===== config.mk =====
export PLATFORM = sky130hd
export DESIGN_NAME = layer_sequencer_flat
export DESIGN_NICKNAME = d
export VERILOG_FILES = /design/src/rtl/layer_sequencer_if.sv /design/src/rtl/layer_sequencer.sv /design/src/flat_wrapper.sv
export SDC_FILE = /design/constraint.sdc
export NUM_CORES = 1
export LEC_CHECK = 0
export ABC_AREA = 1
export CORE_MARGIN = 3
export CORE_UTILIZATION = 49
export DETAILED_ROUTE_END_ITERATION = 6
export GPL_ROUTABILITY_DRIVEN = 0
export MAX_ROUTING_LAYER = met4
export PLACE_DENSITY = 0.8
export SYNTH_ARGS = -nofsm -noshare
export SYNTH_HDL_FRONTEND = slang
export SYNTH_SLANG_ARGS = --single-unit

===== constraint.sdc =====
create_clock -name clk -period 2.2 [get_ports clk]
set_clock_uncertainty 0.1 [all_clocks]
set_input_delay 0.44 -clock clk [delete_from_list [all_inputs] [get_ports clk]]
set_output_delay 0.44 -clock clk [all_outputs]
set_load 0.02 [all_outputs]

===== src/rtl/layer_sequencer_if.sv =====
// layer_sequencer_if: groups the sequencer's control handshake and shared-neuron bus.
//   start    : request to run the layer (env -> sequencer)
//   busy     : sequencer not idle
//   done     : one-cycle pulse at layer completion
//   n_idx    : selected neuron row (drives external weight/bias mux)
//   n_start  : one-cycle start pulse to the shared neuron
//   n_done   : done pulse from the shared neuron
//   n_result : saturated signed result from the shared neuron
//   outputs  : captured per-output results
//   max_idx  : index of the largest captured output
// Modports: master = sequencer side, slave = environment / neuron side.
interface layer_sequencer_if #(
   parameter int unsigned NUM_NEURONS = 10,
   parameter int unsigned IDXW        = (NUM_NEURONS > 1) ? $clog2(NUM_NEURONS) : 1
);
   logic                   start;
   logic                   busy;
   logic                   done;
   logic [IDXW-1:0]        n_idx;
   logic                   n_start;
   logic                   n_done;
   logic signed [15:0]     n_result;
   logic signed [15:0]     outputs [NUM_NEURONS];
   logic [IDXW-1:0]        max_idx;

   modport master (
      input  start, n_done, n_result,
      output busy, done, n_idx, n_start, outputs, max_idx
   );

   modport slave (
      output start, n_done, n_result,
      input  busy, done, n_idx, n_start, outputs, max_idx
   );
endinterface


===== src/rtl/layer_sequencer.sv =====
// layer_sequencer: time-multiplexes one shared neuron MAC across all outputs of a
// fully-connected layer. Walks neuron rows 0..NUM_NEURONS-1, pulses the neuron,
// waits for its done, captures the (optionally ReLU-clamped) result and tracks the
// running argmax.
// Ports:
//   clk  : rising-edge clock
//   rstN : asynchronous active-low reset
//   bus  : layer_sequencer_if.master (start/busy/done, neuron handshake, results)
module layer_sequencer #(
   parameter int unsigned INPUT_SIZE  = 16,
   parameter int unsigned NUM_NEURONS = 10,
   parameter int unsigned RELU        = 1,
   parameter int unsigned IDXW        = (NUM_NEURONS > 1) ? $clog2(NUM_NEURONS) : 1
) (
   input logic               clk,
   input logic               rstN,
   layer_sequencer_if.master bus
);

   typedef enum logic [2:0] {StIdle, StLaunch, StWait, StCapture, StFinish} state_e;

   localparam logic [IDXW-1:0] LastIdx = IDXW'(NUM_NEURONS - 1);

   // Elaboration-time sanity checks on the configuration.
   if (NUM_NEURONS < 1) begin : g_bad_num_neurons
      $error("layer_sequencer: NUM_NEURONS must be >= 1");
   end
   if (INPUT_SIZE < 1) begin : g_bad_input_size
      $error("layer_sequencer: INPUT_SIZE must be >= 1");
   end

   state_e             state_q, state_d;
   logic [IDXW-1:0]    n_idx_q, n_idx_d;
   logic [IDXW-1:0]    max_idx_q, max_idx_d;
   logic signed [15:0] max_val_q, max_val_d;
   logic signed [15:0] outputs_q [NUM_NEURONS];
   logic signed [15:0] outputs_d [NUM_NEURONS];
   logic signed [15:0] capt_val;

   // Value that would be stored if this were the CAPTURE cycle.
   assign capt_val = ((RELU != 0) && (bus.n_result < 0)) ? 16'sd0 : bus.n_result;

   always_ff @(posedge clk or negedge rstN) begin
      if (!rstN) begin
         state_q   <= StIdle;
         n_idx_q   <= '0;
         max_idx_q <= '0;
         max_val_q <= '0;
         outputs_q <= '{default: '0};
      end else begin
         state_q   <= state_d;
         n_idx_q   <= n_idx_d;
         max_idx_q <= max_idx_d;
         max_val_q <= max_val_d;
         outputs_q <= outputs_d;
      end
   end

   always_comb begin
      state_d     = state_q;
      n_idx_d     = n_idx_q;
      max_idx_d   = max_idx_q;
      max_val_d   = max_val_q;
      outputs_d   = outputs_q;
      bus.n_start = 1'b0;
      bus.busy    = 1'b1;
      bus.done    = 1'b0;

      unique case (state_q)
         StIdle: begin
            bus.busy = 1'b0;
            if (bus.start) begin
               state_d   = StLaunch;
               n_idx_d   = '0;
               max_idx_d = '0;
               max_val_d = '0;
            end
         end

         StLaunch: begin
            bus.n_start = 1'b1;
            state_d     = StWait;
         end

         // n_result is only valid the cycle after n_done, so capture happens next state.
         StWait: begin
            if (bus.n_done) begin
               state_d = StCapture;
            end
         end

         StCapture: begin
            for (int unsigned i = 0; i < NUM_NEURONS; i++) begin
               if (n_idx_q == IDXW'(i)) begin
                  outputs_d[i] = capt_val;
               end
            end
            // Strict compare: ties keep the lower index.
            if ((n_idx_q == '0) || (capt_val > max_val_q)) begin
               max_val_d = capt_val;
               max_idx_d = n_idx_q;
            end
            if (n_idx_q == LastIdx) begin
               state_d = StFinish;
            end else begin
               n_idx_d = n_idx_q + 1'b1;
               state_d = StLaunch;
            end
         end

         StFinish: begin
            bus.done = 1'b1;
            n_idx_d  = '0;
            state_d  = StIdle;
         end

         default: begin
            state_d = StIdle;
         end
      endcase
   end

   assign bus.n_idx   = n_idx_q;
   assign bus.max_idx = max_idx_q;
   assign bus.outputs = outputs_q;

endmodule


===== src/flat_wrapper.sv =====
// flat-port wrapper written by rule: the top's interface ports become plain ports
module layer_sequencer_flat 
#(
   parameter int unsigned INPUT_SIZE  = 16,
   parameter int unsigned NUM_NEURONS = 10,
   parameter int unsigned RELU        = 1,
   parameter int unsigned IDXW        = (NUM_NEURONS > 1) ? $clog2(NUM_NEURONS) : 1
)
  (clk, rstN, bus_start, bus_n_done, bus_n_result, bus_busy, bus_done, bus_n_idx, bus_n_start, bus_outputs, bus_max_idx);
  layer_sequencer_if #(.NUM_NEURONS(NUM_NEURONS), .IDXW(IDXW)) bus_i ();
  input logic clk;
  input logic rstN;
  input wire logic [$bits(bus_i.start)-1:0] bus_start;
  input wire logic [$bits(bus_i.n_done)-1:0] bus_n_done;
  input wire logic [$bits(bus_i.n_result)-1:0] bus_n_result;
  output wire logic [$bits(bus_i.busy)-1:0] bus_busy;
  output wire logic [$bits(bus_i.done)-1:0] bus_done;
  output wire logic [$bits(bus_i.n_idx)-1:0] bus_n_idx;
  output wire logic [$bits(bus_i.n_start)-1:0] bus_n_start;
  output wire logic [$bits(bus_i.outputs)-1:0] bus_outputs;
  output wire logic [$bits(bus_i.max_idx)-1:0] bus_max_idx;
  assign bus_i.start = bus_start;
  assign bus_i.n_done = bus_n_done;
  assign bus_i.n_result = bus_n_result;
  assign bus_busy = bus_i.busy;
  assign bus_done = bus_i.done;
  assign bus_n_idx = bus_i.n_idx;
  assign bus_n_start = bus_i.n_start;
  assign bus_outputs = {>>{bus_i.outputs}};
  assign bus_max_idx = bus_i.max_idx;
  layer_sequencer #(.INPUT_SIZE(INPUT_SIZE), .NUM_NEURONS(NUM_NEURONS), .RELU(RELU), .IDXW(IDXW)) u_core (.clk(clk), .rstN(rstN), .bus(bus_i));
endmodule

==> flow_summary_export.csv, run 1 <==
group,metric,value,unit
grt,grt_pass1_wl,33120,um
logic_synthesis,synth_cell_type_count,28,
hold_path,hold_depth,2,
critical_path,cp-startpoint,"u_core.bus.n_idx[2]",
sta,period_minus_slack,2.095,ns
floorplan,ios,191,
critical_path,crit_family,"buffers and inverters",
floorplan,core.rowCount,43,
sta,slew_violations,0,
grt,first_global_vias,6024,
floorplan,die_area,0.01632,mm^2
critical_path,worstSetupEndpointType,"output port",
detailed_routing,via_count,6276,
critical_path,worstPathMaxFanout,7,
floorplan,core-area,0.01420,mm^2
detailed_routing,drt_pass1_iterations,5,
floorplan,die_height,127.7,um
logic_synthesis,synthCells,782,
cts,numCtsBuffers,17,
cts,clk_pin_slew,0.07,ns
finish,final_area,0.01040,mm^2
run_status,status,"finished, final reports clean",
floorplan,die_w,127.7,um
finish,nFillCells,1002,
cts,cts_tree,"done",
logic_synthesis,syn-cell-area,0.007261,mm^2
critical_path,worstReg2RegEnd,"u_core.max_val_q[6]",
finish,fin_nets,1009,
critical_path,crit_buf_inv,1,
logic_synthesis,synth.avg_cell_area,9.285,um^2
logic_synthesis,yosys_warnings,0,
logic_synthesis,ys_ff_latch,176,
finish,drive_above_1_share,13.98,%
sta,timing.final.crit_share,95.23,%
critical_path,startpoint_type,"flip-flop",
finish,num_antenna_cells,0,
detailed_routing,via_per_inst,5.378,
sta,clock.fmax,477.3,MHz
detailed_routing,drtIter0Drc,621,
grt,overflow,0,
critical_path,critPathRequiredTime,1.66,ns
cts,clk_latency,0.42,ns
finish,stdcell_count,1167,
hold_path,min-delay-start,"u_core.bus.outputs[78]",
grt,antenna_found_initial,0,
floorplan,start_util,51.12,%
detailed_routing,drc,0,
cts,htree_levels,4,
cts,cts_sinks,176,
critical_path,arrival,1.56,ns
grt,grt_max_degree,49,
critical_path,crit_path_cell_trace,"clkdlybuf4s50_1",
critical_path,crit_slowest_cell,"clkdlybuf4s50_1",
hold_path,worst_hold_path_type,"reg2reg",
job,drv_cap,0,
finish,multi_input_area,0.002596,mm^2
placement,postPlaceCellArea,0.009490,mm^2
finish,syn_to_final_growth,43.20,%
placement,hpwl,13820,um
sta,setup_viol,0,
cts,clock_path_buffers,2,
critical_path,r2r-start,"u_core.max_val_q[11]",
cts,cts_root_buf,"clkbuf_16",
hold_path,hold_end,"u_core.bus.outputs[78]",
placement,port-buffer-count,180,
critical_path,max_stage_delay,0.69,ns
critical_path,rrSetupSlack,0.12,ns
pwr,power.total,16.50,mW
placement,dp.cells,1127,
critical_path,crit_type,"reg2out",
finish,layout_commonest_cell,"nand2_1",
pwr,power.leakage,4.998,nW
finish,ff_latch_area,0.004404,mm^2
logic_synthesis,ys_seq_area_share,60.66,%
detailed_routing,postRouteAntennaNets,0,
sta,hold_viol_final,0,
pwr,ir_drop,0.0008879,V
critical_path,ff2ff_path_depth,14,
pwr,power_density,1587,mW/mm^2
finish,utilization,73.20,%
finish,final_cell_mix,"211 x nand2_1, 176 x dfrtp_1, 166 x clkdlybuf4s50_1, 154 x o21ai_0",
grt,grt_util_all_layers,27.38,%
detailed_routing,wl,21980,um
detailed_routing,wl_per_cell,18.84,um
## registers in the layout, indices dropped and copies added (netlist names)
| register | cells |
|---|---|
| u_core.state_q | 3 |
| u_core.bus.max_idx | 4 |
| u_core.bus.outputs | 150 |
| u_core.bus.n_idx | 4 |
| u_core.max_val_q | 15 |
## through the flow
stage | setup TNS [ns] | hold WS (ns) | setup WS, ns
floorplan | -2.293 | 0.04441 | -0.1788
global placement | -10.80 | 0.3109 | -0.5707
detailed placement | -12.96 | 0.3103 | -0.6955
CTS | 0 | 0.3823 | 0.03028
global route | -0.1058 | 0.3999 | -0.01750
finish | 0 | 0.3830 | 0.1049
## layout make-up
class                      count  area share [%]
multi-input combinational    503           24.97
clock inverter                14           1.937
clock buffer                  18           4.224
timing repair buffer         228           22.39
tap                          180           2.166
sequential                   176           42.36
timing repair inverter         1         0.07220
inverter                      47           1.877
## worst register-to-register path, stage by stage, from the launching register on
cell and delay, ns:
dfrtp_1 0.39, inv_1 0.09, ha_4 0.28, nand2_1 0.05, nor2_1 0.09, nand2_1 0.08
nor2_2 0.12, nand3_1 0.09, nor2_1 0.11, nor2_1 0.05, nand2_2 0.11, nand2_8 0.12
clkbuf_16 0.20, nand3_2 0.05, nand2_1 0.05
## power breakdown
part | internal, mW | total (mW) | switching, mW
sequential | 4.59 | 5.52 | 0.925
combinational | 3.48 | 7.74 | 4.26
clock | 1.95 | 3.24 | 1.30
total | 10.0 | 16.5 | 6.48
## logic make-up after synthesis
logic type / synth area share [%]
and+or+nand+nor: 18.47
DFF: 60.66
AOI/OAI and AO/OA: 11.46
buffers and inverters: 6.772
adders and majority gates: 2.585
other: 0.05165
## worst max path at each step
stage / to / cells past startpoint
2_1_floorplan: u_core.max_val_q[10] / 19
3_3_place_gp: u_core.max_val_q[6] / 19
3_5_place_dp: u_core.max_val_q[3] / 19
4_1_cts: bus_busy / 5
5_1_grt: u_core.max_val_q[4] / 14
6_report: bus_n_idx[2] / 1
## metal layers
metal | GRT usage [%] | wire, um
met5 | - | 0
met1 | 37.19 | 9226
met2 | 41.16 | 10490
met4 | 8.115 | 395
met3 | 6.958 | 1867
## what timing repair did
action / CTS / global route
cloned: 2 / 2
hold endpoints to repair: 45 / 0
pin swaps: 11 / 21
hold buffers: 1 / 0
resized for setup: 13 / 34
setup buffers: 1 / 2
setup endpoints to repair: 22 / 35
## cells in the mapped netlist
cell type,number,area [um^2]
inv_4,1,6.260
conb_1,1,3.750
o21bai_1,1,7.510
nand4_1,6,37.54
nand3b_1,1,7.510
a21boi_0,1,7.510
a21oi_1,7,35.03
clkbuf_1,48,180.2
nor2_2,5,31.28
inv_2,1,3.750
ha_1,15,187.7
nand2_1,221,829.6
buf_2,4,20.02
inv_1,45,168.9
o21ai_1,1,5.000
nor3_1,3,15.01
nand3_2,12,120.1
buf_4,11,82.58
buf_8,2,30.03
nand2_2,1,6.260
nor2_1,39,146.4
o21ai_0,154,770.7
or2_0,1,6.260
nor3b_1,1,7.510
a31oi_1,1,6.260
nand2_4,3,33.78
dfrtp_1,176,4404
nand3_1,20,100.1
Power figures use the tool's default switching activity.
==> run 2: changes to the inputs <==
CELL_PAD_IN_SITES_DETAIL_PLACEMENT = 0   (was unset)
CELL_PAD_IN_SITES_GLOBAL_PLACEMENT = 1   (was unset)
CORE_UTILIZATION = 36   (was 49)
CTS_BUF_LIST = sky130_fd_sc_hd__clkbuf_8 sky130_fd_sc_hd__clkbuf_16   (was unset)
PLACE_DENSITY = unset   (was 0.8)
PLACE_DENSITY_LB_ADDON = 0.1   (was unset)
==> run 2 against run 1 <==
- maximum frequency is 0.97% lower
- design area rose by 0.43%
- register-to-register slack got worse by 0.04 ns
- die area up 34%
- critical path type is now reg2reg
- largest cell class unchanged
- largest power group unchanged
==> flow_summary_export.csv, run 2 (same netlist as run 1, synthesis figures left out) <==
group,metric,value,unit
finish,final_cell_mix,"198 x nand2_1, 176 x dfrtp_1, 166 x clkdlybuf4s50_1, 154 x o21ai_0, 40 x buf_4",
detailed_routing,wl_per_cell,17.94,um
critical_path,crit_top_cell,"nand2_1",
sta,period_minus_slack,2.116,ns
grt,grt_max_degree,54,
job,drv_cap,0,
placement,pre_cts_slack,-0.6984,ns
floorplan,start_util,36.94,%
critical_path,crit_type,"reg2reg",
floorplan,ios,191,
critical_path,rrSetupSlack,0.08,ns
critical_path,worstReg2RegEnd,"u_core.max_val_q[13]",
pwr,clkPwrFrac,18.2,%
floorplan,die_area,0.02191,mm^2
sta,slew_violations,0,
critical_path,critPathRequiredTime,2.42,ns
pwr,ir_drop,0.0007252,V
critical_path,crit_buf_inv,2,
pwr,swShare,40.09,%
floorplan,die_height,148.0,um
floorplan,die_w,148.0,um
critical_path,worstPathMaxFanout,5,
cts,clock_path_buffers,2,
hold_path,worst_hold_path_type,"reg2reg",
sta,tightest_slew,0.7478,ns
grt,grt_util_all_layers,21.21,%
finish,layout_commonest_cell,"nand2_1",
placement,dp.cells,1215,
critical_path,worstSetupEndpointType,"flip-flop",
grt,first_global_vias,5799,
sta,setup_viol,0,
sta,clock.fmax,472.7,MHz
cts,cts_tree,"done",
critical_path,r2r-start,"u_core.max_val_q[6]",
hold_path,hold_end,"u_core.bus.outputs[92]",
pwr,power.leakage,4.954,nW
critical_path,startpoint_type,"flip-flop",
detailed_routing,met2_length,10190,um
detailed_routing,wl_met3,1158,um
finish,stdcell_count,1256,
detailed_routing,drc,0,
cts,cts_root_buf,"clkbuf_16",
grt,overflow,0,
pwr,power_switching,6.457,mW
critical_path,ff2ff_path_depth,16,
pwr,power.internal,9.650,mW
finish,largest_register_ffs,150,
sta,maxSlewHeadroom,50.09,%
detailed_routing,drtIter0Drc,464,
sta,setup_slack,0.08433,ns
placement,postPlaceCellArea,0.009607,mm^2
detailed_routing,wl,22530,um
cts,clk_latency,0.42,ns
finish,fin_nets,1013,
critical_path,crit_slowest_cell,"dfrtp_1",
detailed_routing,postRouteAntennaNets,0,
placement,port-buffer-count,180,
pwr,pwr-share-seq,33.9,%
sta,timing.final.crit_share,96.17,%
cts,htree_levels,4,
critical_path,max_stage_delay,0.40,ns
sta,hold_viol_final,0,
detailed_routing,via_per_inst,4.820,
grt,antenna_found_initial,0,
finish,syn_to_final_growth,43.82,%
grt,grt_pass1_wl,34420,um
cts,clk_pin_slew,0.07,ns
finish,drive_above_1_share,15.44,%
hold_path,hold_depth,2,
sta,rsz0062_at_grt,"true",
placement,hpwl,15470,um
floorplan,core.rowCount,51,
hold_path,min-delay-start,"u_core.bus.outputs[92]",
pwr,power_density,1542,mW/mm^2
cts,numCtsBuffers,17,
critical_path,crit_family,"simple AND/OR/NAND/NOR gates",
detailed_routing,drt_pass1_iterations,5,
finish,final_area,0.01044,mm^2
critical_path,arrival,2.34,ns
detailed_routing,wl_met1,10760,um
detailed_routing,via_count,6054,
detailed_routing,dr.max_layer_used,"met4",
finish,num_antenna_cells,0,
cts,cts_sinks,176,
pwr,comb_power_share,47.8,%
sta,hold_ws,0.3861,ns
floorplan,core-area,0.01965,mm^2
run_status,status,"finished, final reports clean",
critical_path,crit_path_cell_trace,"inv_2, ha_4, nand2_2, nor2_2, nand2_1, nor2_2, nand2_1, nand2_1, nand2_1, nand3_2, nand2_4, nand2_8, buf_8, nand2_8, nand2_2, nand2_2",
## run 2: cell types whose count changed in the layout (fill, tap and decap cells not counted), moves of 4 or more
cell and change:
nor2_4 -4, nor2_2 +4, buf_4 +4, nand2_2 +12, dlymetal6s2s_1 -4, nand2_1 -13
## run 2: worst reg2reg max path: cells and delay by family (launching register included)
kind | cells | cell delay, ns
fa+ha+maj | 1 | 0.27
buf+inv | 2 | 0.21
flops | 1 | 0.40
simple gates | 13 | 1.03
## run 2: area by class of cell
cell class	count	area, um^2
repair inverters	1	8.758
flip-flops and latches	176	4404
well taps	265	331.6
multi-input cells	505	2654
inverters	47	191.4
clock inverters	14	130.1
repair buffers	230	2283
fillers	1840	9211
clock buffers	18	439.2
## run 2: timing repair
action	in CTS	in global routing
gates cloned	3	1
hold endpoints to repair	49	0
pin swaps	9	24
endpoints found under the setup margin	22	25
hold buffers	1	0
buffers inserted	2	2
gates resized for setup	25	35
## run 2: power groups by stage
stage	logic, mW	registers, mW	clock network, mW
global placement	7.12	5.46	0
finish	7.71	5.46	2.94
CTS	7.60	5.45	3.00
floorplan	2.36	6.84	0
global route	8.33	5.62	3.15
detailed placement	7.26	5.48	0
## run 2: stage by stage
| step | TNS (ns) | total power, mW | utilization [%] |
|---|---|---|---|
| final | 0 | 16.11 | 53.13 |
| after global routing | -0.5894 | 17.10 | 53.13 |
| after CTS | 0 | 16.05 | 52.53 |
| after detailed placement | -13.02 | 12.75 | 48.88 |
| after global placement | -11.93 | 12.58 | 48.88 |
| after floorplan | -2.293 | 9.193 | - |
## run 2: per-layer routing
| metal | vias up | global-route usage [%] |
|---|---|---|
| met5 | - | - |
| met4 | 0 | 5.497 |
| met3 | 20 | 3.955 |
| met2 | 181 | 31.35 |
| met1 | 2963 | 30.38 |
| li1 | 2890 | - |
## run 2: worst max-delay path by stage
stage                        start  depth (start not counted)                    end
6_report       u_core.max_val_q[6]                         16   u_core.max_val_q[13]
2_1_floorplan     bus_n_result[15]                         19   u_core.max_val_q[10]
3_5_place_dp      bus_n_result[15]                         19    u_core.max_val_q[1]
4_1_cts           bus_n_result[10]                         17    u_core.max_val_q[8]
3_3_place_gp      bus_n_result[15]                         19  u_core.bus.max_idx[0]
5_1_grt        u_core.max_val_q[6]                         16   u_core.max_val_q[13]
==> run 3: changes to the inputs <==
CELL_PAD_IN_SITES_DETAIL_PLACEMENT = unset   (was 0)
CELL_PAD_IN_SITES_GLOBAL_PLACEMENT = unset   (was 1)
CORE_UTILIZATION = 50   (was 36)
CTS_BUF_LIST = sky130_fd_sc_hd__clkbuf_8   (was sky130_fd_sc_hd__clkbuf_8 sky130_fd_sc_hd__clkbuf_16)
PLACE_DENSITY = 0.82   (was unset)
PLACE_DENSITY_LB_ADDON = unset   (was 0.1)
==> run 3 against run 2 <==
- design area decreased by 1.3%
- die area shrank 27%
- utilization increased by 20 points
- power fell by 1.6%
- combinational power grew 6.5%
- cell count is 6.3% lower
- clock power fell by 28%
- sequential power up 0.9%
- setup slack lost 0.075 ns
- critical path type unchanged
- critical endpoint is now u_core.max_val_q[10]
==> flow_summary_export.csv, run 3 (same netlist as run 1, synthesis figures left out) <==
group,metric,value,unit
grt,grt_pass1_wl,32730,um
detailed_routing,drc,0,
run_status,status,"finished, final reports clean",
sta,tightest_slew,0.5372,ns
grt,antenna_found_initial,0,
finish,num_antenna_cells,0,
critical_path,endpoint,"u_core.max_val_q[10]",
critical_path,cp-startpoint,"u_core.max_val_q[6]",
sta,setup_viol,0,
detailed_routing,postRouteAntennaNets,0,
floorplan,start_util,51.71,%
detailed_routing,drtIter0Drc,553,
cts,numCtsBuffers,17,
grt,overflow,0,
pwr,power.total,15.85,mW
detailed_routing,wl_per_cell,18.62,um
critical_path,crit_buf_inv,2,
critical_path,cp_num_cells,16,
pwr,power_density,1538,mW/mm^2
floorplan,core-area,0.01404,mm^2
detailed_routing,via_per_inst,5.362,
critical_path,crit_slowest_cell,"dfrtp_1",
hold_path,min-delay-start,"u_core.bus.outputs[118]",
sta,hold_viol_final,0,
cts,clk_pin_slew,0.09,ns
hold_path,worst_hold_path_type,"reg2reg",
critical_path,worstPathMaxFanout,6,
critical_path,worstReg2RegEnd,"u_core.max_val_q[10]",
sta,rsz0062_at_grt,"true",
sta,timing.final.crit_share,99.58,%
finish,syn_to_final_growth,41.94,%
detailed_routing,via_count,6311,
critical_path,rrSetupSlack,0.009,ns
finish,multi_input_area,0.002740,mm^2
floorplan,core.rowCount,43,
placement,pre_cts_slack,-0.6757,ns
pwr,power.leakage,4.966,nW
floorplan,die_height,126.5,um
finish,largest_register_ffs,150,
finish,fin_nets,1020,
cts,htree_levels,4,
placement,port-buffer-count,180,
critical_path,critPathRequiredTime,2.45,ns
job,drv_cap,0,
sta,clock.fmax,456.5,MHz
critical_path,crit_type,"reg2reg",
sta,period_minus_slack,2.191,ns
grt,first_global_vias,5922,
floorplan,die_w,126.5,um
critical_path,crit_path_cell_trace,"inv_2, ha_4, nand2_4, nor2_4, nand2_2, nor2_4, nand2_1, nand2_1, nand2_1, nand3_2, nand2_2, nand2_4, buf_12, nand2_8, nand2_1, nand2_1",
floorplan,ios,191,
cts,cts_tree,"done",
finish,drive_above_1_share,17.35,%
critical_path,arrival,2.44,ns
sta,slew_violations,0,
finish,utilization,73.39,%
finish,layout_commonest_cell,"nand2_1",
critical_path,crit_family,"simple AND/OR/NAND/NOR gates",
cts,cts_root_buf,"clkbuf_8",
placement,hpwl,13940,um
floorplan,die_area,0.01600,mm^2
critical_path,r2r-start,"u_core.max_val_q[6]",
grt,grt_max_degree,56,
sta,hold_ws,0.3899,ns
critical_path,worstSetupEndpointType,"flip-flop",
sta,maxSlewHeadroom,64.19,%
critical_path,startpoint_type,"flip-flop",
critical_path,crit_top_cell,"nand2_1",
detailed_routing,wl,21920,um
cts,clk_latency,0.46,ns
cts,cts_sinks,176,
critical_path,max_stage_delay,0.45,ns
finish,nFillCells,1013,
pwr,ir_drop,0.0007295,V
cts,clock_path_buffers,2,
critical_path,ff2ff_path_depth,16,
sta,setup_slack,0.009254,ns
detailed_routing,drt_pass1_iterations,6,
finish,ff_latch_area,0.004405,mm^2
grt,grt_util_all_layers,27.35,%
finish,final_cell_mix,"190 x nand2_1, 175 x dfrtp_1, 167 x clkdlybuf4s50_1, 153 x o21ai_0, 45 x buf_4",
[run 3: cell count changes in the layout (fill, tap and decap cells not counted), sizes merged]
cell	before	now
buf	50	57
clkdlybuf4s50	166	167
clkinv	4	3
clkinvlp	3	5
dlygate4sd2	5	2
dlymetal6s2s	5	8
inv	54	50
nand2	227	228
[run 3: worst min-delay path by stage]
stage | end | cells after the start
after detailed placement | u_core.bus.outputs[150] | 1
after CTS | u_core.max_val_q[1] | 2
after floorplan | u_core.bus.max_idx[0] | 0
final | u_core.bus.outputs[118] | 2
after global routing | u_core.bus.outputs[117] | 2
after global placement | u_core.bus.outputs[152] | 1
[run 3: per-stage QoR]
step / area, um^2 / cells / TNS (ns)
CTS: 10040 / 1168 / 0
global route: 10310 / 1177 / -1.715
finish: 10310 / 1177 / 0
global placement: 9493 / 1129 / -11.14
detailed placement: 9493 / 1129 / -12.59
floorplan: 7481 / 791 / -2.293
[run 3: cell type report]
cell class | instances | share of cell area [%]
clock buffers | 19 | 2.537
clock inverters | 12 | 1.056
well taps | 180 | 2.185
inverters | 47 | 1.857
repair buffers | 237 | 23.03
multi-input cells | 506 | 26.59
flip-flops and latches | 176 | 42.75
[run 3: worst reg2reg max path, delay by kind of cell, from the launching register on]
family	cells	cell delay, ns
simple gates	13	1.05
flops	1	0.45
fa+ha+maj	1	0.28
buf+inv	2	0.21
[run 3: per-layer routing]
metal | track usage (%) | routed length [um] | up-vias
met2 | 42.59 | 10730 | 307
met3 | 6.737 | 1807 | 49
met4 | 8.454 | 566 | 0
met1 | 35.84 | 8819 | 3058
li1 | - | - | 2897
met5 | - | 0 | -
[run 3: what timing repair did]
action	in CTS	in global routing
hold buffers	1	0
endpoints found under the hold margin	50	0
cloned	3	1
setup buffers	4	8
pin swaps	12	26
setup endpoints to repair	22	21
resized for setup	18	63
[run 3: report_power, final]
| part | internal (mW) | leakage, nW | switching, mW |
|---|---|---|---|
| registers | 4.58 | 2.00 | 0.923 |
| logic | 3.73 | 2.79 | 4.48 |
| clock network | 0.952 | 0.177 | 1.18 |
| total | 9.26 | 4.97 | 6.59 |
